--- config.mk ---
export PLATFORM = sky130hd
export DESIGN_NAME = mbe_final_adder_flat
export DESIGN_NICKNAME = d
export VERILOG_FILES = /design/src/rtl/mbe_pkg.sv /design/src/rtl/mbe_final_adder_if.sv /design/src/rtl/mbe_pipe_reg.sv /design/src/rtl/mbe_final_adder.sv /design/src/flat_wrapper.sv
export SDC_FILE = /design/constraint.sdc
export NUM_CORES = 1
export LEC_CHECK = 0
export BUFFER_PORTS_ARGS = -buffer_cell sky130_fd_sc_hd__buf_4
export CAP_MARGIN = 20
export CELL_PAD_IN_SITES_DETAIL_PLACEMENT = 1
export CELL_PAD_IN_SITES_GLOBAL_PLACEMENT = 2
export CORE_AREA = 3 3 100 102
export DETAILED_ROUTE_END_ITERATION = 16
export DIE_AREA = 0 0 103 105
export PLACE_DENSITY_LB_ADDON = 0.1
export SYNTH_ARGS = -nofsm -noshare
export SYNTH_HDL_FRONTEND = slang
export SYNTH_SLANG_ARGS = --single-unit
--- constraint.sdc ---
create_clock -name clk -period 2.3 [get_ports clk]
set_clock_uncertainty 0.1 [all_clocks]
set_input_delay 0.345 -clock clk [delete_from_list [all_inputs] [get_ports clk]]
set_output_delay 0.345 -clock clk [all_outputs]
set_load 0.05 [all_outputs]
--- src/rtl/mbe_pkg.sv ---
// Shared constants and types for the MBE radix-4 multiplier datapath
// (booth encoder, dadda_tree and the final carry-propagate adder).
package mbe_pkg;

   localparam int PP_W    = 12;
   localparam int NUM_PP  = 6;
   localparam int PROD_W  = 22;
   localparam int FA_LO_W = 11;

   typedef logic [PROD_W-1:0] prod_t;

endpackage

--- src/rtl/mbe_final_adder_if.sv ---
// Valid/ready stream bundle between dadda_tree, the final adder and its consumer.
// Optional zero/negative flag outputs appear when MBE_FINAL_ADDER_FLAGS_EN is defined.
interface mbe_final_adder_if
   import mbe_pkg::*;
#(
   parameter int W = PROD_W
);

   logic         in_valid;
   logic         in_ready;
   logic [W-1:0] carry_in;
   logic [W-1:0] sum_in;
   logic         out_valid;
   logic         out_ready;
   logic [W-1:0] product;
`ifdef MBE_FINAL_ADDER_FLAGS_EN
   logic         zero_flag;
   logic         neg_flag;

   modport slave (
      input  in_valid, carry_in, sum_in, out_ready,
      output in_ready, out_valid, product, zero_flag, neg_flag
   );

   modport master (
      output in_valid, carry_in, sum_in, out_ready,
      input  in_ready, out_valid, product, zero_flag, neg_flag
   );
`else
   modport slave (
      input  in_valid, carry_in, sum_in, out_ready,
      output in_ready, out_valid, product
   );

   modport master (
      output in_valid, carry_in, sum_in, out_ready,
      input  in_ready, out_valid, product
   );
`endif

endinterface

--- src/rtl/mbe_pipe_reg.sv ---
// Generic valid/ready pipeline register slice. The stage enable is computed by
// the parent; data only loads when the slice is enabled and the input is valid.
module mbe_pipe_reg #(
   parameter int WIDTH = 8
) (
   input  logic             clk,
   input  logic             rst_n,
   input  logic             en,
   input  logic             in_valid,
   input  logic [WIDTH-1:0] d,
   output logic             out_valid,
   output logic [WIDTH-1:0] q
);

   logic             valid_reg;
   logic [WIDTH-1:0] data_reg;

   always_ff @(posedge clk or negedge rst_n) begin
      if (!rst_n) begin
         valid_reg <= 1'b0;
         data_reg  <= '0;
      end else if (en) begin
         valid_reg <= in_valid;
         if (in_valid) begin
            data_reg <= d;
         end
      end
   end

   assign out_valid = valid_reg;
   assign q         = data_reg;

endmodule

--- src/rtl/mbe_final_adder.sv ---
// Final carry-propagate adder of the MBE multiplier: product = carry + sum mod 2^W,
// split into a registered low-half add and a high-half add. Optional flags: MBE_FINAL_ADDER_FLAGS_EN.
module mbe_final_adder
   import mbe_pkg::*;
#(
   parameter int W    = PROD_W,
   parameter int LO_W = FA_LO_W
) (
   input logic               clk,
   input logic               rst_n,
   mbe_final_adder_if.slave  bus
);

   localparam int HI_W = W - LO_W;
   // Stage-1 word: {c_mid, lo_res, hi_c, hi_s}
   localparam int S1_W = 1 + LO_W + 2 * HI_W;
`ifdef MBE_FINAL_ADDER_FLAGS_EN
   localparam int S2_W = W + 2;
`else
   localparam int S2_W = W;
`endif

   logic            s1_en;
   logic            s2_en;
   logic            s1_valid;
   logic            out_valid;
   logic [LO_W:0]   lo_sum;
   logic [S1_W-1:0] s1_d;
   logic [S1_W-1:0] s1_q;
   logic            s1_c_mid;
   logic [LO_W-1:0] s1_lo_res;
   logic [HI_W-1:0] s1_hi_c;
   logic [HI_W-1:0] s1_hi_s;
   logic [HI_W-1:0] hi_res;
   logic [W-1:0]    result;
   logic [S2_W-1:0] s2_d;
   logic [S2_W-1:0] s2_q;

   // A slot frees up whenever its downstream neighbour is empty or draining.
   assign s2_en        = !out_valid || bus.out_ready;
   assign s1_en        = !s1_valid || s2_en;
   assign bus.in_ready = s1_en;

   assign lo_sum = {1'b0, bus.carry_in[LO_W-1:0]} + {1'b0, bus.sum_in[LO_W-1:0]};
   assign s1_d   = {lo_sum, bus.carry_in[W-1:LO_W], bus.sum_in[W-1:LO_W]};

   mbe_pipe_reg #(
      .WIDTH (S1_W)
   ) u_stage1 (
      .clk       (clk),
      .rst_n     (rst_n),
      .en        (s1_en),
      .in_valid  (bus.in_valid),
      .d         (s1_d),
      .out_valid (s1_valid),
      .q         (s1_q)
   );

   assign s1_c_mid  = s1_q[S1_W-1];
   assign s1_lo_res = s1_q[S1_W-2 -: LO_W];
   assign s1_hi_c   = s1_q[2*HI_W-1 -: HI_W];
   assign s1_hi_s   = s1_q[HI_W-1:0];

   // Carry out of the top bit is dropped: the product is modulo 2^W.
   assign hi_res = s1_hi_c + s1_hi_s + HI_W'(s1_c_mid);
   assign result = {hi_res, s1_lo_res};

`ifdef MBE_FINAL_ADDER_FLAGS_EN
   assign s2_d = {result[W-1], (result == '0), result};
`else
   assign s2_d = result;
`endif

   mbe_pipe_reg #(
      .WIDTH (S2_W)
   ) u_stage2 (
      .clk       (clk),
      .rst_n     (rst_n),
      .en        (s2_en),
      .in_valid  (s1_valid),
      .d         (s2_d),
      .out_valid (out_valid),
      .q         (s2_q)
   );

   assign bus.out_valid = out_valid;
   assign bus.product   = s2_q[W-1:0];
`ifdef MBE_FINAL_ADDER_FLAGS_EN
   assign bus.zero_flag = s2_q[W] & out_valid;
   assign bus.neg_flag  = s2_q[W+1] & out_valid;
`endif

endmodule

--- src/flat_wrapper.sv ---
// flat-port wrapper written by rule: the top's interface ports become plain ports
module mbe_final_adder_flat import mbe_pkg::*;
#(
   parameter int W    = PROD_W,
   parameter int LO_W = FA_LO_W
)
  (clk, rst_n, bus_in_valid, bus_carry_in, bus_sum_in, bus_out_ready, bus_in_ready, bus_out_valid, bus_product);
  mbe_final_adder_if #(.W(W)) bus_i ();
  input logic clk;
  input logic rst_n;
  input wire logic [$bits(bus_i.in_valid)-1:0] bus_in_valid;
  input wire logic [$bits(bus_i.carry_in)-1:0] bus_carry_in;
  input wire logic [$bits(bus_i.sum_in)-1:0] bus_sum_in;
  input wire logic [$bits(bus_i.out_ready)-1:0] bus_out_ready;
  output wire logic [$bits(bus_i.in_ready)-1:0] bus_in_ready;
  output wire logic [$bits(bus_i.out_valid)-1:0] bus_out_valid;
  output wire logic [$bits(bus_i.product)-1:0] bus_product;
  assign bus_i.in_valid = bus_in_valid;
  assign bus_i.carry_in = bus_carry_in;
  assign bus_i.sum_in = bus_sum_in;
  assign bus_i.out_ready = bus_out_ready;
  assign bus_in_ready = bus_i.in_ready;
  assign bus_out_valid = bus_i.out_valid;
  assign bus_product = bus_i.product;
  mbe_final_adder #(.W(W), .LO_W(LO_W)) u_core (.clk(clk), .rst_n(rst_n), .bus(bus_i));
endmodule
==> metrics.cfg, run 1 <==
[yosys]
synth_area_leader_cell=dfrtp_1
synth_common_cells=nand2_1 (61), dfrtp_1 (58), mux2_2 (24), o21ai_0 (22), ha_1 (20)
synth_cells=288
syn_area_sq_mm=0.00303
synth.area.top_cells=dfrtp_1 (48%), mux2_2 (8.9%), ha_1 (8.3%)
ys_async_sr_fraction_pct=100
post-synth-top-count-cell=nand2_1
avgSynthCellArea_sq_um=10.5
synth_nets=359
synth_top_area_share_pct=47.9
synth_edf_count=0
ys_warn_count=0
synth_cell_type_count=44
ys_ff_latch=58
seq_area_frac_synth_pct=47.9
ys.flop_type=dfrtp_1

[outcome]
violations=negative hold slack
status=finished, violations left

[clock_network]
htreeDepth=3
cts_buffers=9
insertion_delay_ns=0.34
cts_tree=yes
root_buffer=clkbuf_8
clk_pin_slew_ns=0.07
postCtsHoldBufs=0
clockBufferDepth=2
cts.sinks=58

[placed_design]
place_inst=464
hpwl_um=5460
port_buffers=71
place_congestion=0.742

[detailed_routing]
vias_per_cell=4.96
vias=2381
drtAntennaViolNets=0
firstDrtPassIters=4
drcViolationCount=0
first_iter_violations=33
wl_um=7290
wl_per_cell_um=15.2

[timing]
fmax_ghz=0.458
hold_viol=48
slew_headroom_pct=49.7
period_share_pct=94.9
period_needed_ns=2.18
tns_ns=0
holdWs_ns=-0.0241
worstMarginPinSlew_ns=0.754
final-setup-viol-count=0
rsz0062_at_grt=no
final-max-slew-violation-count=0

[worst_setup_path]
worstSetupStartpointType=flip-flop
crit_required_ns=2.41
reg2reg_from=u_core.u_stage1.q[0]
r2r_slack_ns=0.12
crit_type=flip-flop to flip-flop
arrival_ns=2.29
worst_r2r_endpoint=u_core.u_stage2.q[19]
crit_path_max_fanout=3
r2r_cells=8
crit_path_end_kind=flip-flop

[grt]
grt.total_usage_pct=14.4
grt_pass1_wl_um=12200
grt_start_max_net_pins=59
antenna_found_initial=0
grt_pass1_vias=2483
overflow=0

[final_layout]
area_growth_pct=28.6
antenna_cells=0
final_layout_size_suffix_gt1_share_pct=33.1
fillers=1073
fin_nets=436
finalNonFillerCells=480

[pwr]
p_switching_mw=1.56
seq_power_share_pct=35.9
comb_power_share_pct=40.7
ir_drop_mv=0.299
netSwitchingFraction_pct=39.7
p_leak_nw=1.86
pwr-share-clk_pct=23.4
p_int_mw=2.37
p_per_area_mw_per_mm2=1010

[die]
io_pins=72
core_area_sq_mm=0.00920
dieArea_sq_mm=0.0108
start_util_pct=33.0
die_y_um=105
fp-row-count=35
die_x_um=103

[flow_run]
drv_cap=0

[min_path]
worst_hold_path_type=input pin to asynchronous set/reset pin

-- per-stage QoR --
| stage | util [%] | setup slack [ns] | instance area, sq um | total power [mW] |
|---|---|---|---|---|
| after floorplan | - | 0.0476 | 3030 | 2.51 |
| after global placement | 40.2 | 0.0784 | 3700 | 3.02 |
| after detailed placement | 40.2 | 0.0531 | 3700 | 3.05 |
| after CTS | 42.2 | 0.0568 | 3880 | 3.99 |
| after global routing | 42.4 | 0.0127 | 3900 | 4.20 |
| final | 42.4 | 0.117 | 3900 | 3.93 |
-- flip-flops by register name (all words and copies together), names as in the netlist --
| name | flops |
|---|---|
| u_core.u_stage2.q | 22 |
| u_core.u_stage1.out_valid | 1 |
| u_core.u_stage1.q | 34 |
| u_core.u_stage2.out_valid | 1 |
-- worst max-delay path, cell delays in order, from the launching register on --
cell and delay (ns):
dfrtp_1 0.38, fa_2 0.23, inv_1 0.06, fa_1 0.39, nand2b_4 0.16, a21oi_2 0.19
o211ai_2 0.11, nand4_1 0.11, or3b_1 0.34
-- worst max-delay path by stage --
stage                                    startpoint                    end  slack, ns  cells after the start
after global placement                bus_sum_in[0]  u_core.u_stage1.q[30]       0.08                      8
after global routing           u_core.u_stage1.q[0]  u_core.u_stage2.q[19]       0.01                      8
after floorplan           u_core.u_stage2.out_valid  u_core.u_stage1.q[10]       0.05                      4
after CTS                      u_core.u_stage1.q[0]  u_core.u_stage2.q[19]       0.06                      8
after detailed placement              bus_sum_in[0]  u_core.u_stage1.q[32]       0.05                      8
final                          u_core.u_stage1.q[0]  u_core.u_stage2.q[19]       0.12                      8
-- layout by cell type, fill, tap and decap left out, types with 3 or more instances in the layout --
cell type and instances:
buf_4 74, nand2_1 60, dfrtp_1 58, mux2_2 24, o21ai_0 22, ha_1 20
a21oi_1 18, clkbuf_8 10, xor2_1 8, xnor2_1 6, nor3_1 5, nand2b_1 4
a21o_1 4, o21a_1 4, inv_1 3, o2111ai_1 3, nor2_1 3, nand3_1 3
-- kinds of logic (layout without fill, tap and decap cells) --
kind of cell,Yosys count,in the layout,share of synthesized area (%)
xor gates and xnor gates,14,14,4.04
muxes,24,24,8.91
buffers and inverters,12,93,1.86
DFF,58,58,47.9
adders and majority gates,23,23,10.2
and+or+nand+nor,90,90,13.2
AOI/OAI and AO/OA,67,67,13.9
-- routing by layer --
| layer | GRT usage [%] | wire length [um] |
|---|---|---|
| met1 | 17.9 | 3190 |
| met2 | 23.9 | 3670 |
| met3 | 3.14 | 294 |
| met4 | 6.11 | 137 |
| met5 | 0 | 0 |
-- final cells by class --
type | instances | area, sq um | area share (%)
Inverter | 3 | 11.3 | 0.289
Clock buffer | 12 | 145 | 3.72
Clock inverter | 3 | 40.0 | 1.03
Timing Repair Buffer | 75 | 576 | 14.8
Tap cell | 111 | 139 | 3.56
Multi-Input combinational cell | 218 | 1540 | 39.4
Sequential cell | 58 | 1450 | 37.2
-- power groups by stage --
| stage | registers [mW] | logic [mW] | clock network [mW] |
|---|---|---|---|
| floorplan | 1.90 | 0.609 | 0 |
| global placement | 1.43 | 1.59 | 0 |
| detailed placement | 1.44 | 1.61 | 0 |
| CTS | 1.42 | 1.62 | 0.951 |
| global route | 1.45 | 1.76 | 0.992 |
| finish | 1.41 | 1.60 | 0.920 |
-- repair_timing --
| item | in CTS | in global routing |
|---|---|---|
| setup buffers | 0 | 1 |
| endpoints found under the hold margin | 0 | 0 |
| resized for setup | 0 | 2 |
| setup endpoints to repair | 0 | 1 |
(Power assumes the default switching activity.)
==> run 2: changes to the inputs <==
--- a/config.mk
+++ b/config.mk
@@ -9,10 +9,10 @@
 export CAP_MARGIN = 20
 export CELL_PAD_IN_SITES_DETAIL_PLACEMENT = 1
 export CELL_PAD_IN_SITES_GLOBAL_PLACEMENT = 2
-export CORE_AREA = 3 3 100 102
+export CORE_AREA = 3 3 96 98
 export DETAILED_ROUTE_END_ITERATION = 16
-export DIE_AREA = 0 0 103 105
-export PLACE_DENSITY_LB_ADDON = 0.1
+export DIE_AREA = 0 0 99 101
+export PLACE_DENSITY = 0.82
 export SYNTH_ARGS = -nofsm -noshare
 export SYNTH_HDL_FRONTEND = slang
 export SYNTH_SLANG_ARGS = --single-unit
==> constraint.sdc (replaced) <==
create_clock -name clk -period 2.6 [get_ports clk]
set_clock_uncertainty 0.1 [all_clocks]
set_input_delay 0.39 -clock clk [delete_from_list [all_inputs] [get_ports clk]]
set_output_delay 0.39 -clock clk [all_outputs]
set_load 0.05 [all_outputs]
==> metrics.cfg, run 2 (synthesized netlist as in run 1, its figures left out) <==
[outcome]
status=finished clean  ; was finished, violations left

[pwr]
ir_drop_mv=0.291  ; was 0.299 mV
finalPower_mw=3.56  ; was 3.93 mW
p_switching_mw=1.38  ; was 1.56 mW
seq_power_share_pct=35.3  ; was 35.9%
p_int_mw=2.18  ; was 2.37 mW
p_leak_nw=1.86  ; about the same
comb_power_share_pct=39.7  ; was 40.7%
netSwitchingFraction_pct=38.8  ; was 39.7%
pwr-share-clk_pct=25.0  ; was 23.4%
p_per_area_mw_per_mm2=914  ; was 1010 mW/mm^2

[clock_network]
postCtsHoldBufs=0  ; unchanged
cts_tree=yes  ; unchanged
htreeDepth=3  ; unchanged
root_buffer=clkbuf_8  ; unchanged
cts_buffers=9  ; unchanged
clockBufferDepth=2  ; unchanged
insertion_delay_ns=0.33  ; was 0.34 ns
cts_setup_buffers=0  ; unchanged
cts_resized=0  ; unchanged
clk_pin_slew_ns=0.06  ; was 0.07 ns
cts.sinks=58  ; unchanged

[worst_setup_path]
crit_required_ns=2.70  ; was 2.41 ns
arrival_ns=2.34  ; was 2.29 ns
crit_path_max_fanout=4  ; was 3
crit_type=flip-flop to flip-flop  ; unchanged
crit_path_end_kind=flip-flop  ; unchanged
worstSetupStartpointType=flip-flop  ; unchanged

[final_layout]
area_growth_pct=28.5  ; was 28.6%
final_layout_size_suffix_gt1_share_pct=32.2  ; was 33.1%
final_common_cell=buf_4  ; unchanged
antenna_cells=0  ; unchanged
fin_nets=435  ; was 436
mostFrequentLayoutCells=buf_4 (73), nand2_1 (61), dfrtp_1 (58)  ; was buf_4 (74), nand2_1 (60), dfrtp_1 (58)
largest_reg_flops=34  ; unchanged

[detailed_routing]
drtAntennaViolNets=0  ; unchanged
wl_um=7340  ; was 7290 um
vias=2387  ; was 2381
vias_per_cell=5.03  ; was 4.96
firstDrtPassIters=4  ; unchanged
first_iter_violations=60  ; was 33
wl_per_cell_um=15.4  ; was 15.2 um
drcViolationCount=0  ; unchanged

[timing]
final-max-slew-violation-count=0  ; unchanged
layout_setup_ws_ns=0.362  ; was 0.117 ns
period_share_pct=86.1  ; was 94.9%
hold_viol=0  ; was 48
slew_headroom_pct=51.3  ; was 49.7%
rsz0062_at_grt=no  ; unchanged
tns_ns=0  ; unchanged
period_needed_ns=2.24  ; was 2.18 ns
worstMarginPinSlew_ns=0.731  ; was 0.754 ns
fmax_ghz=0.447  ; was 0.458 GHz
final-setup-viol-count=0  ; unchanged

[grt]
grt_pass1_wl_um=12600  ; was 12200 um
grt_pass1_vias=2602  ; was 2483
use_met3_pct=3.53  ; was 3.14%
overflow=0  ; unchanged
grt_start_max_net_pins=59  ; unchanged
antenna_found_initial=0  ; unchanged
grt.total_usage_pct=16.0  ; was 14.4%
grt_use_met2_pct=27.3  ; was 23.9%
grt.met1_usage_pct=19.6  ; was 17.9%
top_usage_layer=met2  ; unchanged

[die]
io_pins=72  ; unchanged
start_util_pct=35.5  ; was 33.0%
die_y_um=101  ; was 105 um
dieArea_sq_mm=0.0100  ; was 0.0108 sq mm
die_x_um=99  ; was 103 um
fp-row-count=34  ; was 35
core_area_sq_mm=0.00855  ; was 0.00920 sq mm

[placed_design]
place_ws_ns=0.225  ; was 0.0531 ns
hpwl_um=5640  ; was 5460 um
port_buffers=71  ; unchanged
place_congestion=0.769  ; was 0.742

[min_path]
worst_hold_path_type=input pin to asynchronous set/reset pin  ; unchanged

[flow_run]
drv_cap=0  ; unchanged

## run 2: final cells by class
cell class | count | area, sq um
inverters | 3 | 11.3
multi-input cells | 218 | 1520
clock inverters | 3 | 65.1
clock buffers | 11 | 141
repair buffers | 74 | 568
well taps | 108 | 135
flip-flops and latches | 58 | 1450
fillers | 958 | 4650
## run 2: path summary, 6_finish.rpt
| kind | endpoint | cells after the start | startpoint | slack (ns) |
|---|---|---|---|---|
| min in group clk | u_core.u_stage1.out_valid | 2 | bus_in_valid | 0.18 |
| max | u_core.u_stage2.q[19] | 8 | u_core.u_stage1.q[0] | 0.36 |
| min | u_core.u_stage1.q[3] | 1 | rst_n | 0.02 |
| max reg2reg | u_core.u_stage2.q[19] | 8 | u_core.u_stage1.q[0] | 0.36 |
| min reg2reg | u_core.u_stage2.q[7] | 2 | u_core.u_stage1.q[29] | 0.37 |
| max in group asynchronous | u_core.u_stage1.q[19] | 1 | rst_n | 1.89 |
## run 2: worst max-delay path: stages, from the launching register on
cell      delay (ns)
dfrtp_1         0.37
fa_1            0.21
inv_1           0.06
fa_1            0.39
nand2b_1        0.19
a21oi_2         0.23
o211ai_2        0.12
nand4_1         0.10
or3b_1          0.34
## run 2: routing by layer
metal  wire [um]  vias to the layer above  share of wire (%)
li1            -                     1160                  -
met1        3220                     1166                 44
met2        3670                       51                 50
met3         329                       10                4.5
met4         113                        0                1.5
met5           0                        -                  0
## run 2: metrics by stage
step | std cells | hold WS, ns | util (%) | instance area [sq um]
2_1_floorplan | 288 | -0.00559 | - | 3030
3_3_place_gp | 461 | 0.351 | 43.2 | 3690
3_5_place_dp | 461 | 0.357 | 43.2 | 3690
4_1_cts | 475 | 0.0443 | 45.6 | 3900
5_1_grt | 475 | 0.0702 | 45.6 | 3900
6_report | 475 | 0.0231 | 45.6 | 3900
## run 2: power groups by stage
stage / clock (mW) / combinational [mW] / sequential, mW
2_1_floorplan: 0 / 0.539 / 1.68
3_3_place_gp: 0 / 1.39 / 1.27
3_5_place_dp: 0 / 1.42 / 1.28
4_1_cts: 0.911 / 1.43 / 1.26
5_1_grt: 0.951 / 1.54 / 1.29
6_report: 0.889 / 1.41 / 1.26
